## config.mk

```make
export PLATFORM = sky130hd
export DESIGN_NAME = bcd_time_counter_24b_flat
export DESIGN_NICKNAME = d
export VERILOG_FILES = /design/src/rtl/bcd_time_counter_24b_if.sv /design/src/rtl/bcd_time_counter_24b.sv /design/src/flat_wrapper.sv
export SDC_FILE = /design/constraint.sdc
export NUM_CORES = 1
export LEC_CHECK = 0
export BUFFER_PORTS_ARGS = -buffer_cell sky130_fd_sc_hd__buf_2
export CORE_MARGIN = 2
export CORE_UTILIZATION = 56
export DETAILED_ROUTE_END_ITERATION = 8
export PLACE_DENSITY = 0.82
export SYNTH_ARGS = -nofsm -noshare
export SYNTH_HDL_FRONTEND = slang
export SYNTH_SLANG_ARGS = --single-unit
export TNS_END_PERCENT = 1
```

## constraint.sdc

```tcl
create_clock -name clk -period 3.7 [get_ports clk]
set_clock_uncertainty 0.15 [all_clocks]
set_input_delay 0.37 -clock clk [delete_from_list [all_inputs] [get_ports clk]]
set_output_delay 0.37 -clock clk [all_outputs]
set_load 0.02 [all_outputs]
```

## src/rtl/bcd_time_counter_24b_if.sv

```systemverilog
// Control and data bundle for the BCD time-of-day counter.
// The master side drives the controls; the slave side is the counter.
interface bcd_time_counter_24b_if;
  logic        tick;
  logic        en;
  logic        load;
  logic [23:0] load_val;
  logic        inc;
  logic [1:0]  inc_sel;
  logic [23:0] out;
  logic        day_carry;
  logic        load_err;

  modport master (
    output tick, en, load, load_val, inc, inc_sel,
    input  out, day_carry, load_err
  );

  modport slave (
    input  tick, en, load, load_val, inc, inc_sel,
    output out, day_carry, load_err
  );
endinterface

```

## src/rtl/bcd_time_counter_24b.sv

```systemverilog
// Six-digit BCD HH:MM:SS counter with tick advance, checked parallel load,
// per-field adjust and a day-rollover pulse.
module bcd_time_counter_24b #(
  parameter logic [7:0]  HOURS_MAX = 8'h23,
  parameter logic [23:0] RESET_VAL = 24'h00_00_00
) (
  input  logic                   clk,
  input  logic                   rst,
  bcd_time_counter_24b_if.slave  bus
);

  logic [23:0] out_reg, out_next;
  logic        day_carry_reg, day_carry_next;
  logic        load_err_reg, load_err_next;

  logic [7:0]  hours, minutes, seconds;
  logic [7:0]  hour_next, min_next, sec_next;
  logic        hour_wrap, min_wrap, sec_wrap;
  logic [5:0]  digit_ok;
  logic        load_ok;

  // Minutes and seconds share the same 00..59 BCD wrap.
  function automatic logic [7:0] inc_59(input logic [7:0] f);
    if (f[3:0] == 4'd9)
      inc_59 = (f[7:4] == 4'd5) ? 8'h00 : {f[7:4] + 4'd1, 4'd0};
    else
      inc_59 = {f[7:4], f[3:0] + 4'd1};
  endfunction

  assign hours   = out_reg[23:16];
  assign minutes = out_reg[15:8];
  assign seconds = out_reg[7:0];

  assign sec_wrap  = (seconds == 8'h59);
  assign min_wrap  = (minutes == 8'h59);
  assign hour_wrap = (hours == HOURS_MAX);

  assign sec_next  = inc_59(seconds);
  assign min_next  = inc_59(minutes);
  assign hour_next = hour_wrap ? 8'h00 :
                     (hours[3:0] == 4'd9) ? {hours[7:4] + 4'd1, 4'd0} :
                                            {hours[7:4], hours[3:0] + 4'd1};

  // Tens-of-seconds and tens-of-minutes digits stop at 5, all others at 9.
  for (genvar gi = 0; gi < 6; gi++) begin : g_digit_check
    assign digit_ok[gi] = bus.load_val[4*gi +: 4] <=
                          ((gi == 1 || gi == 3) ? 4'd5 : 4'd9);
  end

  assign load_ok = (&digit_ok) && (bus.load_val[23:16] <= HOURS_MAX);

  always_comb begin
    out_next       = out_reg;
    day_carry_next = 1'b0;
    load_err_next  = 1'b0;
    if (bus.load) begin
      if (load_ok)
        out_next = bus.load_val;
      else
        load_err_next = 1'b1;
    end else if (bus.inc && bus.inc_sel != 2'b00) begin
      case (bus.inc_sel)
        2'b01:   out_next = {hours, minutes, sec_next};
        2'b10:   out_next = {hours, min_next, seconds};
        default: out_next = {hour_next, minutes, seconds};
      endcase
    end else if (bus.tick && bus.en) begin
      out_next = {(sec_wrap && min_wrap) ? hour_next : hours,
                  sec_wrap ? min_next : minutes,
                  sec_next};
      day_carry_next = sec_wrap && min_wrap && hour_wrap;
    end
  end

  always_ff @(posedge clk) begin
    if (rst) begin
      out_reg       <= RESET_VAL;
      day_carry_reg <= 1'b0;
      load_err_reg  <= 1'b0;
    end else begin
      out_reg       <= out_next;
      day_carry_reg <= day_carry_next;
      load_err_reg  <= load_err_next;
    end
  end

  assign bus.out       = out_reg;
  assign bus.day_carry = day_carry_reg;
  assign bus.load_err  = load_err_reg;

endmodule

```

## src/flat_wrapper.sv

```systemverilog
// flat-port wrapper written by rule: the top's interface ports become plain ports
module bcd_time_counter_24b_flat 
#(
  parameter logic [7:0]  HOURS_MAX = 8'h23,
  parameter logic [23:0] RESET_VAL = 24'h00_00_00
)
  (clk, rst, bus_tick, bus_en, bus_load, bus_load_val, bus_inc, bus_inc_sel, bus_out, bus_day_carry, bus_load_err);
  bcd_time_counter_24b_if bus_i ();
  input  logic clk;
  input  logic rst;
  input wire logic [$bits(bus_i.tick)-1:0] bus_tick;
  input wire logic [$bits(bus_i.en)-1:0] bus_en;
  input wire logic [$bits(bus_i.load)-1:0] bus_load;
  input wire logic [$bits(bus_i.load_val)-1:0] bus_load_val;
  input wire logic [$bits(bus_i.inc)-1:0] bus_inc;
  input wire logic [$bits(bus_i.inc_sel)-1:0] bus_inc_sel;
  output wire logic [$bits(bus_i.out)-1:0] bus_out;
  output wire logic [$bits(bus_i.day_carry)-1:0] bus_day_carry;
  output wire logic [$bits(bus_i.load_err)-1:0] bus_load_err;
  assign bus_i.tick = bus_tick;
  assign bus_i.en = bus_en;
  assign bus_i.load = bus_load;
  assign bus_i.load_val = bus_load_val;
  assign bus_i.inc = bus_inc;
  assign bus_i.inc_sel = bus_inc_sel;
  assign bus_out = bus_i.out;
  assign bus_day_carry = bus_i.day_carry;
  assign bus_load_err = bus_i.load_err;
  bcd_time_counter_24b #(.HOURS_MAX(HOURS_MAX), .RESET_VAL(RESET_VAL)) u_core (.clk(clk), .rst(rst), .bus(bus_i));
endmodule
```

==> metrics.md <==
| Metric | Value |
|---|---|
| Async S/R FF share, synth | `0%` |
| Root Buffer | `clkbuf_4` |
| Top-count cell post-synth | `nand2_1` |
| Worst Hold Class | `in2reg` |
| Die Wd | `62.6 µm` |
| CTS Buffer Depth | `2` |
| Critical path type | `in2reg` |
| Vias in the first global route | `1848` |
| Hold_buf cts | `0` |
| Worst Setup EP | `u_core.bus.out[20]` |
| Iter 0 DRT Violations | `124` |
| Final worst-path cycle share | `62.1%` |
| WP data required | `3760 ps` |
| RePlAce Congestion | `0.854` |
| Avg WL per Cell | `14.9 µm` |
| Largest net degree at the start of global routing | `35` |
| Antenna fix cells | `0` |
| Fraction of layout cells with a size suffix above 1 | `24.9%` |
| Total power | `657 µW` |
| Synth top area share | `27.0%` |
| Initial antenna violation count | `0` |
| Worst slew pin tran | `727 ps` |
| Synth Net Count | `282` |
| Final setup fails | `0` |
| Detail Route Antenna Nets | `0` |
| Via/cell ratio | `6.24` |
| Outcome | `complete, no violations` |
| Critical path launch point type | `primary input` |
| Grt total ovfl | `0` |
| WP data arrival | `2360 ps` |
| TritonRoute pass-1 iters | `5` |
| RSZ-0062 raised after global routing | `no` |
| Worst skew pair latency | `320 ps` |
| Launch point of the worst reg-to-reg path | `u_core.bus.out[8]` |
| Final Hold Fails | `0` |
| P&R area growth vs syn | `17.5%` |
| Max FFs per register | `24` |
| Die Y | `62.6 µm` |
| Worst Hold Margin | `153 ps` |
| First-pass GRT wire length | `8710 µm` |
| Cells after Synth | `243` |
| Via Count | `2116` |
| Seq/Total Area, Yosys | `27.0%` |
| CTS tree | `yes` |
| Static leakage | `0.948 nW` |
| Synth top area cells | `dfxtp_1 (27%), nand2_1 (6.0%), a21oi_1 (4.9%), ha_1 (4.5%), o21ai_0 (3.6%)` |
| Crit end category | `flip-flop` |
| Yosys cell types | `58` |
| Final WL | `5050 µm` |
| R2R Setup Slk | `1440 ps` |
| Critical Path Start | `bus_inc_sel[0]` |
| Top FF cell, synth | `dfxtp_1` |
| Final min period | `2300 ps` |
| Mapped Avg Cell Area | `7.92 µm²` |
| PwrDens | `290 nW/µm²` |
| Hold_sp | `bus_load_val[0]` |
| #FFs+latches synth | `26` |
| Number of synthesized flops with an enable pin | `0` |
| Max IR drop VDD | `366 µV` |
| Clock Pin Slew Worst Setup and Hold Paths | `140 ps` |
| Number of max-cap violations | `0` |
| Final #Nets | `333` |
| Starting density of the core | `58.2%` |
| CTS sink cnt | `26` |
| Worst Path Max Fanout | `10` |
| FP Rows | `21` |
| Total GRT Usage | `26.6%` |
| CTS buffer count | `3` |
| RR Endpoint | `u_core.bus.out[20]` |
| R2R depth | `5` |
| Drt drc | `0` |
| Max-slew violation total from the final report | `0` |
| Die Area | `3920 µm²` |
| Synth Cell Area | `1930 µm²` |
| Area leader, netlist | `dfxtp_1` |
| Top cells by count, synth | `nand2_1 (31), dfxtp_1 (26), a21oi_1 (19)` |
| H-tree depth | `1` |
| Fmax | `0.435 GHz` |
| Max-slew headroom | `51.5%` |
| # IOs | `58` |
| Setup TNS | `0 ps` |
| Port bufs | `57` |
| DP HPWL | `3840 µm` |
| Post-CTS setup buffers | `0` |
| Core footprint | `3310 µm²` |
| Ys Warns | `0` |
| CTS resizes | `0` |
worst min-delay path by stage:
stage / depth (start not counted) / slack (ps) / end
final: 3 / 150 / u_core.bus.out[0]
after global routing: 3 / 140 / u_core.bus.out[0]
after CTS: 3 / 150 / u_core.bus.out[0]
after detailed placement: 2 / 370 / u_core.bus.out[17]
after global placement: 2 / 370 / u_core.bus.out[17]
after floorplan: 2 / 390 / u_core.bus.out[1]
critical path: stages:
cell and delay [ps]:
buf_2 90, inv_1 50, ha_1 220, nor2b_1 580, a221o_1 500, nor2_1 110
nor4_1 290, o32ai_1 140
kinds of logic (layout without fill, tap and decap cells):
family / after synthesis / count (layout) / share of synthesized area, %
compound gates: 90 / 90 / 34.6
simple gates: 90 / 90 / 26.1
flops: 26 / 26 / 27.0
buf+inv: 24 / 74 / 4.87
fa+ha+maj: 7 / 7 / 4.55
xor+xnor: 4 / 4 / 1.82
mux: 2 / 2 / 1.04
through the flow:
| stage | instance area (µm²) | utilization (%) | setup WS (ps) | cells |
|---|---|---|---|---|
| floorplan | 1930 | - | 1540 | 243 |
| global placement | 2230 | 67.3 | 1170 | 335 |
| detailed placement | 2230 | 67.3 | 1140 | 335 |
| CTS | 2260 | 68.4 | 1480 | 339 |
| global route | 2260 | 68.4 | 1280 | 339 |
| finish | 2260 | 68.4 | 1400 | 339 |
layout make-up:
type	instances	area [µm²]
multi-input cells	193	1310
fillers	301	1050
flip-flops and latches	26	520
repair buffers	58	293
well taps	46	57.6
inverters	12	45.0
clock buffers	4	36.3
cells in the final DEF, fill, tap and decap left out, types with 5 or more instances in the layout:
master     n
buf_2     57
dfxtp_1   26
nor3_1     6
nor2b_1    5
ha_1       7
a31oi_1    7
nand3_1   10
o31ai_1    5
inv_1     12
a311oi_1   7
o21ai_0   14
nor2_1    10
a211oi_1   6
a21oi_1   19
nand2_1   31
nor4_1     8
metal layers:
| metal | vias up | GRT usage, % | share of wire (%) |
|---|---|---|---|
| met5 | - | 0 | 0 |
| met4 | 0 | 3.06 | 0.63 |
| met3 | 4 | 4.14 | 6.3 |
| met2 | 80 | 44.9 | 48 |
| met1 | 988 | 37.0 | 45 |
| li1 | 1044 | - | - |
report_power, final:
part           total (mW)  internal (mW)  switching, mW
clock               0.144         0.0602         0.0839
sequential          0.320          0.296         0.0242
combinational       0.193         0.0759          0.117
total               0.657          0.432          0.225
No activity file was read; power rests on OpenSTA's default activity.
